## config.mk

```make
export PLATFORM = sky130hd
export DESIGN_NAME = alu_issue_arbiter
export DESIGN_NICKNAME = d
export VERILOG_FILES = /design/src/rtl/hydra_alu_pkg.sv /design/src/rtl/alu_issue_arbiter_rr_arbiter.sv /design/src/rtl/alu_issue_arbiter.sv
export SDC_FILE = /design/constraint.sdc
export NUM_CORES = 1
export LEC_CHECK = 0
export CORE_MARGIN = 1.5
export CORE_UTILIZATION = 30
export CTS_CLUSTER_SIZE = 10
export DETAILED_ROUTE_END_ITERATION = 16
export GPL_TIMING_DRIVEN = 0
export PLACE_DENSITY = 0.65
export SYNTH_ARGS = -nofsm -noshare
export SYNTH_HDL_FRONTEND = slang
export SYNTH_SLANG_ARGS = --single-unit
```

## constraint.sdc

```tcl
create_clock -name clk -period 5.35 [get_ports clk]
set_clock_uncertainty 0.05 [all_clocks]
set_input_delay 0.8025 -clock clk [delete_from_list [all_inputs] [get_ports clk]]
set_output_delay 0.8025 -clock clk [all_outputs]
set_load 0.005 [all_outputs]
```

## src/rtl/hydra_alu_pkg.sv

```systemverilog
// ============================================================================
//  Module : hydra_alu_pkg
//  Shared ALU encodings and arbiter FSM states for the issue/ALU cluster.
//  Rev    : 1.0  initial release
// ============================================================================
`default_nettype none

package hydra_alu_pkg;

    localparam logic [1:0] ALU_OP_ADD   = 2'b00;
    localparam logic [1:0] ALU_OP_SUB   = 2'b01;
    localparam logic [1:0] ALU_OP_RTYPE = 2'b10;

    localparam logic [2:0] ALU_CNT_AND = 3'b000;
    localparam logic [2:0] ALU_CNT_OR  = 3'b001;
    localparam logic [2:0] ALU_CNT_ADD = 3'b010;
    localparam logic [2:0] ALU_CNT_SUB = 3'b011;
    localparam logic [2:0] ALU_CNT_SLT = 3'b100;
    localparam logic [2:0] ALU_CNT_NOR = 3'b101;
    localparam logic [2:0] ALU_CNT_XOR = 3'b110;
    localparam logic [2:0] ALU_CNT_SLL = 3'b111;

    typedef enum logic [1:0] {
        ST_IDLE = 2'b00,
        ST_EXEC = 2'b01,
        ST_RESP = 2'b10
    } arb_state_e;

endpackage : hydra_alu_pkg

`default_nettype wire

```

## src/rtl/alu_issue_arbiter_rr_arbiter.sv

```systemverilog
// ============================================================================
//  Module : rr_arbiter
//  Combinational round-robin picker: first asserted request at or after ptr.
//  Rev    : 1.0  initial release
// ============================================================================
`default_nettype none

module rr_arbiter #(
    parameter  int NUM_REQ = 2,
    localparam int ID_W    = (NUM_REQ > 1) ? $clog2(NUM_REQ) : 1
) (
    input  logic [NUM_REQ-1:0] req_i,
    input  logic [ID_W-1:0]    ptr_i,
    output logic [NUM_REQ-1:0] grant_o,
    output logic [ID_W-1:0]    idx_o,
    output logic               any_o
);

    logic [ID_W-1:0] w_cand;

    always_comb begin
        grant_o = '0;
        idx_o   = '0;
        any_o   = 1'b0;
        w_cand  = '0;
        for (int k = 0; k < NUM_REQ; k++) begin
            w_cand = ID_W'((int'(ptr_i) + k) % NUM_REQ);
            if (!any_o && req_i[w_cand]) begin
                grant_o[w_cand] = 1'b1;
                idx_o           = w_cand;
                any_o           = 1'b1;
            end
        end
    end

endmodule : rr_arbiter

`default_nettype wire

```

## src/rtl/alu_issue_arbiter.sv

```systemverilog
// ============================================================================
//  Module : alu_issue_arbiter
//  Round-robin sharing of one ALU among NUM_REQ issue requesters, one op in
//  flight. Optional per-requester grant counters under ALU_ARB_PERF_EN.
//  Rev    : 1.0  initial release
// ============================================================================
`default_nettype none

module alu_issue_arbiter
    import hydra_alu_pkg::*;
#(
    parameter  int NUM_REQ = 2,
    parameter  int DATA_W  = 16,
    parameter  int ALU_LAT = 1,
    localparam int ID_W    = (NUM_REQ > 1) ? $clog2(NUM_REQ) : 1
) (
    input  logic                      clk,
    input  logic                      rst,
    input  logic [NUM_REQ-1:0]        req_valid,
    output logic [NUM_REQ-1:0]        req_ready,
    input  logic [2*NUM_REQ-1:0]      req_alu_op,
    input  logic [4*NUM_REQ-1:0]      req_opcode,
    input  logic [DATA_W*NUM_REQ-1:0] req_a,
    input  logic [DATA_W*NUM_REQ-1:0] req_b,
    output logic [1:0]                alu_op,
    output logic [3:0]                opcode,
    output logic [DATA_W-1:0]         alu_a,
    output logic [DATA_W-1:0]         alu_b,
    input  logic [DATA_W-1:0]         alu_result,
    output logic                      rsp_valid,
    input  logic                      rsp_ready,
    output logic [ID_W-1:0]           rsp_id,
    output logic [DATA_W-1:0]         rsp_data,
    output logic                      busy,
    output logic [16*NUM_REQ-1:0]     perf_cnt
);

    localparam int                LAT_W    = (ALU_LAT > 1) ? $clog2(ALU_LAT) : 1;
    localparam logic [LAT_W-1:0]  LAT_INIT = LAT_W'(ALU_LAT - 1);

    arb_state_e          state_q, state_d;
    logic [ID_W-1:0]     rr_ptr_q, rr_ptr_d;
    logic [1:0]          iss_op_q;
    logic [3:0]          iss_opc_q;
    logic [DATA_W-1:0]   iss_a_q, iss_b_q;
    logic [ID_W-1:0]     iss_id_q;
    logic [LAT_W-1:0]    lat_cnt_q;
    logic                rsp_valid_q;
    logic [ID_W-1:0]     rsp_id_q;
    logic [DATA_W-1:0]   rsp_data_q;

    logic [NUM_REQ-1:0]  w_grant;
    logic [ID_W-1:0]     w_idx;
    logic                w_any;
    logic [1:0]          w_sel_op;
    logic [3:0]          w_sel_opc;
    logic [DATA_W-1:0]   w_sel_a, w_sel_b;

    rr_arbiter #(
        .NUM_REQ (NUM_REQ)
    ) u_rr_arbiter (
        .req_i   (req_valid),
        .ptr_i   (rr_ptr_q),
        .grant_o (w_grant),
        .idx_o   (w_idx),
        .any_o   (w_any)
    );

    always_comb begin
        w_sel_op  = '0;
        w_sel_opc = '0;
        w_sel_a   = '0;
        w_sel_b   = '0;
        for (int i = 0; i < NUM_REQ; i++) begin
            if (w_idx == ID_W'(i)) begin
                w_sel_op  = req_alu_op[2*i +: 2];
                w_sel_opc = req_opcode[4*i +: 4];
                w_sel_a   = req_a[DATA_W*i +: DATA_W];
                w_sel_b   = req_b[DATA_W*i +: DATA_W];
            end
        end
    end

    always_comb begin
        rr_ptr_d = (iss_id_q == ID_W'(NUM_REQ - 1)) ? '0 : iss_id_q + 1'b1;
    end

    // ------------------------------------------------------------------ FSM
    always_ff @(posedge clk or posedge rst) begin
        if (rst) begin
            state_q <= ST_IDLE;
        end else begin
            state_q <= state_d;
        end
    end

    always_comb begin
        state_d = state_q;
        case (state_q)
            ST_IDLE: if (w_any)                     state_d = ST_EXEC;
            ST_EXEC: if (lat_cnt_q == '0)           state_d = ST_RESP;
            ST_RESP: if (rsp_valid_q && rsp_ready)  state_d = ST_IDLE;
            default:                                state_d = ST_IDLE;
        endcase
    end

    // ALU side is parked at ADD/zero whenever no op is executing
    always_comb begin
        req_ready = '0;
        busy      = 1'b1;
        alu_op    = ALU_OP_ADD;
        opcode    = '0;
        alu_a     = '0;
        alu_b     = '0;
        case (state_q)
            ST_IDLE: begin
                req_ready = w_grant;
                busy      = 1'b0;
            end
            ST_EXEC: begin
                alu_op = iss_op_q;
                opcode = iss_opc_q;
                alu_a  = iss_a_q;
                alu_b  = iss_b_q;
            end
            default: ;
        endcase
    end

    // ------------------------------------------------------------- datapath
    always_ff @(posedge clk or posedge rst) begin
        if (rst) begin
            rr_ptr_q    <= '0;
            iss_op_q    <= '0;
            iss_opc_q   <= '0;
            iss_a_q     <= '0;
            iss_b_q     <= '0;
            iss_id_q    <= '0;
            lat_cnt_q   <= '0;
            rsp_valid_q <= 1'b0;
            rsp_id_q    <= '0;
            rsp_data_q  <= '0;
        end else begin
            case (state_q)
                ST_IDLE: begin
                    if (w_any) begin
                        iss_op_q  <= w_sel_op;
                        iss_opc_q <= w_sel_opc;
                        iss_a_q   <= w_sel_a;
                        iss_b_q   <= w_sel_b;
                        iss_id_q  <= w_idx;
                        lat_cnt_q <= LAT_INIT;
                    end
                end
                ST_EXEC: begin
                    if (lat_cnt_q == '0) begin
                        rsp_data_q  <= alu_result;
                        rsp_id_q    <= iss_id_q;
                        rsp_valid_q <= 1'b1;
                    end else begin
                        lat_cnt_q <= lat_cnt_q - 1'b1;
                    end
                end
                ST_RESP: begin
                    if (rsp_valid_q && rsp_ready) begin
                        rsp_valid_q <= 1'b0;
                        rr_ptr_q    <= rr_ptr_d;
                    end
                end
                default: ;
            endcase
        end
    end

    assign rsp_valid = rsp_valid_q;
    assign rsp_id    = rsp_id_q;
    assign rsp_data  = rsp_data_q;

    // --------------------------------------------------------- perf counters
`ifdef ALU_ARB_PERF_EN
    for (genvar gi = 0; gi < NUM_REQ; gi++) begin : g_perf
        logic [15:0] cnt_q;
        always_ff @(posedge clk or posedge rst) begin
            if (rst) begin
                cnt_q <= '0;
            end else if ((state_q == ST_IDLE) && w_grant[gi] && (cnt_q != 16'hFFFF)) begin
                cnt_q <= cnt_q + 16'd1;
            end
        end
        assign perf_cnt[16*gi +: 16] = cnt_q;
    end : g_perf
`else
    assign perf_cnt = '0;
`endif

endmodule : alu_issue_arbiter

`default_nettype wire

```

# Word level (Yosys, flattened, before mapping)
# Cells that the tools add are included.
[op_classes]
n_mux = 35
magnitude_cmp = 4
reduce_logical = 14
add_sub_neg = 3
n_bitwise = 2
eq_ne = 5
[ops]
columns = ["cell", "n"]
rows = [
  ["$mux 16", 4],
  ["$mux 1", 16],
  ["$mux 2", 8],
  ["$mux 4", 2],
  ["$reduce_and 2->1", 4],
  ["$pmux 2 s3", 1],
  ["$reduce_and 3->1", 2],
  ["$logic_and 1x1->1", 4],
  ["$lt 1x2->1 const B", 2],
  ["$ne 2x2->1 const B", 2],
  ["$pmux 1 s2", 2],
  ["$reduce_bool 2->1", 2],
  ["$add 1x1->1 const B", 2],
  ["$demux 1 s1", 2],
  ["$eq 2x1->1 const B", 1],
  ["$eq 2x2->1 const B", 1],
  ["$ge 1x1->1 const B", 2],
  ["$logic_not 2->1", 1],
  ["$ne 2x1->1 const B", 1],
  ["$or 2x2->2", 1],
  ["$logic_not 1->1", 1],
  ["$not 1->1", 1],
  ["$sub 1x1->1 const B", 1],
]
[totals]
out_inout_bits = 91
register_bits = 61
in_bits = 97

# Longest topological paths before layout
# Gate-level depths: netlist of the first run.
[depth]
word_depth = 8
depth_mapped = 6
mapped_depth_nobuf = 4

# Modules after synthesis
# Synthesis of the first run repeated with hierarchy kept, for this count alone.
[unflattened]
hier_cells = 259
area_unflattened_um2 = 3294.4
[by_module_without_submodules]
columns = ["module", "area_each_um2", "n_inst", "cells_per_inst", "seq_area_each_um2"]
rows = [
  ["alu_issue_arbiter", 3261.9, 1, 254, 1501.4],
  ["rr_arbiter", 32.5, 1, 5, 0.0],
]

# Least setup slack after synthesis of the first run
# No wires, ideal clock.
[synth_timing]
kind = "input port to output port"
from = "input req_valid[0]"
to = "output req_ready[1]"
arrival_ns = 1.333
slack_ns = 3.164
t_required_ns = 4.498
stages = 3
path_buffers = 1
path_cell_list = "nor2b_1 > buf_2 > nor3_1"
[synth_between]
elab_chain_cells = 7
word_cells_on_any_way = 11
classes_between = "8 x mux; 1 x bitwise; 2 x reduce/logical"
[synth_rtl]
columns = ["item", "line_no", "text"]
rows = [
  ["from (decl)", "alu_issue_arbiter.sv:19", "input logic [NUM_REQ-1:0] req_valid,"],
  ["$mux 1 (implied by the code) (2 in a row)", "alu_issue_arbiter_rr_arbiter.sv:28", "if (!any_o && req_i[w_cand]) begin"],
  ["$mux 1", "alu_issue_arbiter_rr_arbiter.sv:28", ""],
  ["$logic_not 1->1", "alu_issue_arbiter_rr_arbiter.sv:28", ""],
  ["$logic_and 1x1->1", "alu_issue_arbiter_rr_arbiter.sv:28", ""],
  ["$mux 2 *", "alu_issue_arbiter_rr_arbiter.sv:28", ""],
  ["$mux 2 *", "alu_issue_arbiter.sv:115", "case (state_q)"],
  ["to (decl)", "alu_issue_arbiter.sv:20", "output logic [NUM_REQ-1:0] req_ready,"],
]
# Every way passes the cells marked *; elsewhere a longest branch is shown, timed or not. The select of a mux whose other input is x is not followed.

# Worst setup path in the final report of the first run
[layout_timing]
from = "input req_valid[1]"
to = "output req_ready[1]"
# The elaborated chain is that of the path after synthesis.

==> flow_summary.yaml, run 1 <==
floorplan:
  dieArea_sq_um: 11900
  start_util: 0.309
  dieWidth_um: 109
  top_level_ports: 188
  die_h_um: 109
  rows: 38
  coreArea_sq_um: 10900
logic_synthesis:
  synth_top_area_frac: 0.446
  yosys-top-cells-area: "dfrtp_1 (45%), buf_4 (8.3%), and2_1 (7.1%)"
  syn_avg_cell_area_sq_um: 9.40
  syn_inst: 358
  synthFlopType: "dfrtp_1"
  yosysWarningCount: 0
  ys_seq_area_frac: 0.446
  ys_types: 25
  synth-edff-count: 0
  netlist_area_sq_um: 3360
  synth_common_cells: "dfrtp_1 (60), a21oi_1 (40), and2_1 (38), nand3_1 (38), buf_4 (37)"
  ys_ff_latch: 60
  synth_area_leader_cell: "dfrtp_1"
  yosysMostFrequentCell: "dfrtp_1"
  synthArstFlopShare: 1.00
cells_and_area:
  drive_gt1_frac: 0.155
  stdcell_count: 701
  multiInputGateArea_sq_um: 1530
  stdcell_area_sq_um: 5480
  fillers: 1047
  antenna_cells: 0
  final-seq-area_sq_um: 1500
  fin_nets: 653
  area_growth_pct: 62.8
routing:
  route.detailed.drc: 0
  drtPass1Iterations: 4
  drtAntennaViolNets: 0
  wirelength_mm: 10.7
  vias: 3282
  drt_iter0_drc: 145
  viasPerCell: 4.68
  wl_per_cell_um: 15.2
clock_tree:
  clkSlewWorstSetupHoldPaths_ns: 0.08
  cts-hold-fix-buffers: 0
  clk_path_buf_depth: 2
  cts_tree: "built"
  cts_resized: 0
  cts-htree-levels: 3
  insertion_delay_ns: 0.34
  cts_made_buffers: 9
  root_buffer: "clkbuf_8"
  cts_setup_buffers: 0
  clock-sinks: 60
power:
  power_frac_comb: 0.498
  p_seq_frac: 0.306
  power.internal_w: 0.00172
  clkPwrFrac: 0.196
  p_per_area_nw_per_um2: 478
  switchingPower_w: 0.000898
  p_total_w: 0.00262
  leakage_nw: 2.27
  ir_drop_uv: 181
  swShare: 0.343
global_route:
  first_global_vias: 3108
  grt_max_degree: 34
  antenna_found_initial: 0
  overflow: 0
  grt_use_total: 0.178
  grt_pass1_wl_mm: 15.7
placed_design:
  io_buffers: 155
  placed_cells: 685
  place_area_sq_um: 5230
  finalWeightedCongestion: 0.738
  post-dp-hpwl_mm: 7.84
flow_run:
  cap_violations: 0
worst_setup_path:
  cp.required_ns: 4.50
  cp_slowest_cell: "clkdlybuf4s50_1"
  slowest_delay_ns: 0.59
  startpoint_type: "primary input"
  crit_path_cell_trace: "clkdlybuf4s50_1 -> inv_2 -> clkbuf_1 -> nor3_1 -> clkdlybuf4s50_1"
  path_common_cell: "clkdlybuf4s50_1"
  arrival_ns: 2.55
  path_max_fanout: 10
  worstSetupPathType: "primary input to primary output"
  crit_path_end_kind: "primary output"
sta:
  setup_viol: 0
  hold_viol: 0
  fmaxAchievable_mhz: 294
  period_share: 0.636
  setup-tns-final_ns: 0
  slew_headroom: 0.516
  worst_pin_slew_ns: 0.726
  maxSlewViolCount: 0
  period_needed_ns: 3.40
  grt_setup_unrepaired: "no"
min_path:
  min_path_type: "flop to flop"
run_status:
  outcome: "complete, no violations"
layout by cell type (no fill, tap or decap), types with 5 or more instances in the layout:
| master | instances |
|---|---|
| o21ai_0 | 30 |
| nand3_1 | 38 |
| o21ai_1 | 9 |
| nand2_1 | 5 |
| a21oi_1 | 40 |
| and2_1 | 38 |
| mux2_1 | 17 |
| a31oi_2 | 10 |
| buf_4 | 37 |
| clkbuf_1 | 11 |
| clkdlybuf4s50_1 | 155 |
| conb_1 | 32 |
| a31oi_1 | 28 |
| clkbuf_8 | 9 |
| buf_2 | 14 |
| dfrtp_1 | 60 |
final cells by class:
| type | instances | share of cell area |
|---|---|---|
| inverter | 5 | 0.00343 |
| tap | 140 | 0.0320 |
| clock inverter | 7 | 0.0228 |
| sequential | 60 | 0.274 |
| buffer | 66 | 0.0793 |
| timing repair buffer | 156 | 0.287 |
| multi-input combinational | 258 | 0.279 |
| clock buffer | 9 | 0.0226 |
critical path: cells and delay by family:
kind / cells / cell delay [ns]
AND/OR/NAND/NOR: 1 / 0.32
buffers and inverters: 4 / 1.42
routing by layer:
metal | up-vias | routed length, um | GRT usage
met4 | 0 | 106 | 0.0611
met2 | 140 | 5130 | 0.298
met5 | - | 0 | 0
met1 | 1533 | 4540 | 0.220
li1 | 1602 | - | -
met3 | 7 | 899 | 0.0490
state kept, by name, indices dropped and copies added (netlist names):
| name | cells |
|---|---|
| iss_a_q | 16 |
| iss_b_q | 16 |
| iss_id_q | 1 |
| iss_op_q | 2 |
| iss_opc_q | 4 |
| rr_ptr_q | 1 |
| rsp_data | 16 |
| rsp_id | 1 |
| rsp_valid | 1 |
| state_q | 2 |
power groups by stage:
stage,registers (W),logic (W),clock network [W]
final,0.000801,0.00130,0.000512
after global placement,0.000800,0.00130,0
after global routing,0.000831,0.00143,0.000548
after detailed placement,0.000810,0.00133,0
after CTS,0.000802,0.00133,0.000524
after floorplan,0.000789,0.000674,0
through the flow:
step	hold WS, ns	setup slack [ns]	utilization
5_1_grt	0.467	1.82	0.503
4_1_cts	0.446	1.90	0.503
3_5_place_dp	0.428	1.90	0.480
3_3_place_gp	0.417	1.85	0.478
2_1_floorplan	0.404	3.01	-
6_report	0.440	1.95	0.503
path summary, 6_finish.rpt:
| kind | startpoint | endpoint | slack, ns | depth (start not counted) |
|---|---|---|---|---|
| min in group asynchronous | rst | rsp_data[9] | 0.86 | 2 |
| min | rsp_data[6] | rsp_data[6] | 0.44 | 1 |
| max in group asynchronous | rst | iss_b_q[8] | 3.78 | 3 |
| min reg2reg | rsp_data[6] | rsp_data[6] | 0.44 | 1 |
| max | req_valid[1] | req_ready[1] | 1.95 | 5 |
| max reg2reg | state_q[1] | iss_b_q[4] | 3.76 | 5 |
logic make-up after synthesis:
kind of cell,Yosys count,synth area share
buffers and inverters,71,0.135
other,1,0.00111
AOI/OAI and AO/OA,119,0.211
DFF,60,0.446
muxes,17,0.0569
and+or+nand+nor,90,0.150
Note: power is estimated with default switching activity, not from simulation.
==> run 2, diff against run 1 <==
Settings changed: PLACE_DENSITY 0.65 to 0.68.
Clock period 5.35 ns to 3.1 ns, I/O delays scaled along.
==> run 2 against run 1 <==
Sequential power up 74%. Critical path depth stayed put. Combinational power up 73%. Via count rose by 2.1%. Critical endpoint unchanged.
==> flow_summary.yaml, run 2 (synthesis results as in run 1) <==
worst_setup_path:
  arrival_ns: 2.23
  startpoint_type: "primary input"
  worstSetupPathType: "primary input to primary output"
  cp.required_ns: 2.58
  crit_path_end_kind: "primary output"
  path_max_fanout: 10
clock_tree:
  cts_resized: 0
  insertion_delay_ns: 0.33
  root_buffer: "clkbuf_8"
  cts_made_buffers: 9
  clkSlewWorstSetupHoldPaths_ns: 0.07
  clock-sinks: 60
  cts-hold-fix-buffers: 0
  cts-htree-levels: 3
  clk_path_buf_depth: 2
  cts_setup_buffers: 0
  cts_tree: "built"
placed_design:
  io_buffers: 155
  pre_cts_ws_ns: 0.344
  finalWeightedCongestion: 0.744
  post-dp-hpwl_mm: 8.16
  place_area_sq_um: 5230
floorplan:
  rows: 38
  dieWidth_um: 109
  coreArea_sq_um: 10900
  die_h_um: 109
  top_level_ports: 188
  start_util: 0.309
  dieArea_sq_um: 11900
flow_run:
  cap_violations: 0
routing:
  drtPass1Iterations: 4
  wl_per_cell_um: 15.7
  vias: 3350
  viasPerCell: 4.78
  route.detailed.drc: 0
  wirelength_mm: 11.0
  drt_iter0_drc: 164
  drtAntennaViolNets: 0
global_route:
  use_met2: 0.318
  grt_pass1_wl_mm: 16.6
  first_global_vias: 3346
  grt-busiest-layer: "met2"
  grt_max_degree: 36
  antenna_found_initial: 0
  grt_use_total: 0.186
  use_met3: 0.0418
  grt_util_met1: 0.228
  overflow: 0
power:
  leakage_nw: 2.25
  p_per_area_nw_per_um2: 814
  ir_drop_uv: 309
cells_and_area:
  drive_gt1_frac: 0.152
  multiInputGateArea_sq_um: 1530
  fin_nets: 653
  area_growth_pct: 61.8
  stdcell_area_sq_um: 5450
  antenna_cells: 0
  fillers: 1051
  final_core_util: 0.500
  mostFrequentLayoutCells: "clkdlybuf4s50_1 (155), dfrtp_1 (60), a21oi_1 (40), nand3_1 (38), and2_1 (38)"
  final-seq-area_sq_um: 1500
  layout.cells.most_common: "clkdlybuf4s50_1"
sta:
  maxSlewViolCount: 0
  setup_viol: 0
  setup-tns-final_ns: 0
  worst_pin_slew_ns: 0.752
  period_needed_ns: 2.74
  hold_viol: 0
  layout_setup_ws_ns: 0.359
  fmaxAchievable_mhz: 365
  period_share: 0.884
  grt_setup_unrepaired: "no"
  slew_headroom: 0.498
min_path:
  min_path_type: "flop to flop"
run_status:
  outcome: "complete, no violations"
run 2: cell type report:
class | instances | area share
Clock buffer | 12 | 0.0267
Inverter | 5 | 0.00345
Clock inverter | 4 | 0.0133
Buffer | 66 | 0.0797
Sequential cell | 60 | 0.276
Tap cell | 140 | 0.0322
Timing Repair Buffer | 156 | 0.289
Multi-Input combinational cell | 258 | 0.280
run 2: final timing paths:
check | cells past startpoint | startpoint | to | slack (ns)
hold reg to reg | 1 | iss_id_q | rr_ptr_q | 0.43
min in group asynchronous | 2 | rst | iss_a_q[13] | 0.54
setup reg to reg | 4 | state_q[0] | iss_b_q[14] | 1.53
max in group asynchronous | 3 | rst | iss_a_q[10] | 1.85
hold / removal | 1 | iss_id_q | rr_ptr_q | 0.43
setup / recovery | 5 | req_valid[1] | req_ready[1] | 0.36
run 2: through the flow:
| stage | hold slack, ns | total power, W | cells |
|---|---|---|---|
| after floorplan | 0.404 | 0.00253 | 389 |
| after global placement | 0.418 | 0.00362 | 684 |
| after detailed placement | 0.426 | 0.00370 | 685 |
| after CTS | 0.438 | 0.00450 | 701 |
| after global routing | 0.459 | 0.00477 | 701 |
| final | 0.434 | 0.00443 | 701 |
run 2: metal layers:
metal  routed length, um  share of wire
met4                 119          0.011
met3                 921          0.084
met1                4520           0.41
met5                   0              0
met2                5420           0.49
run 2: power breakdown:
part	internal [W]	total (W)	switching, W
Combinational	0.00125	0.00225	0.00101
Sequential	0.00118	0.00139	0.000204
Clock	0.000474	0.000791	0.000316
run 2: critical path, cell delays in order:
cell             delay [ns]
clkdlybuf4s50_1        0.56
inv_2                  0.06
clkbuf_1               0.24
nor3_1                 0.32
clkdlybuf4s50_1        0.57
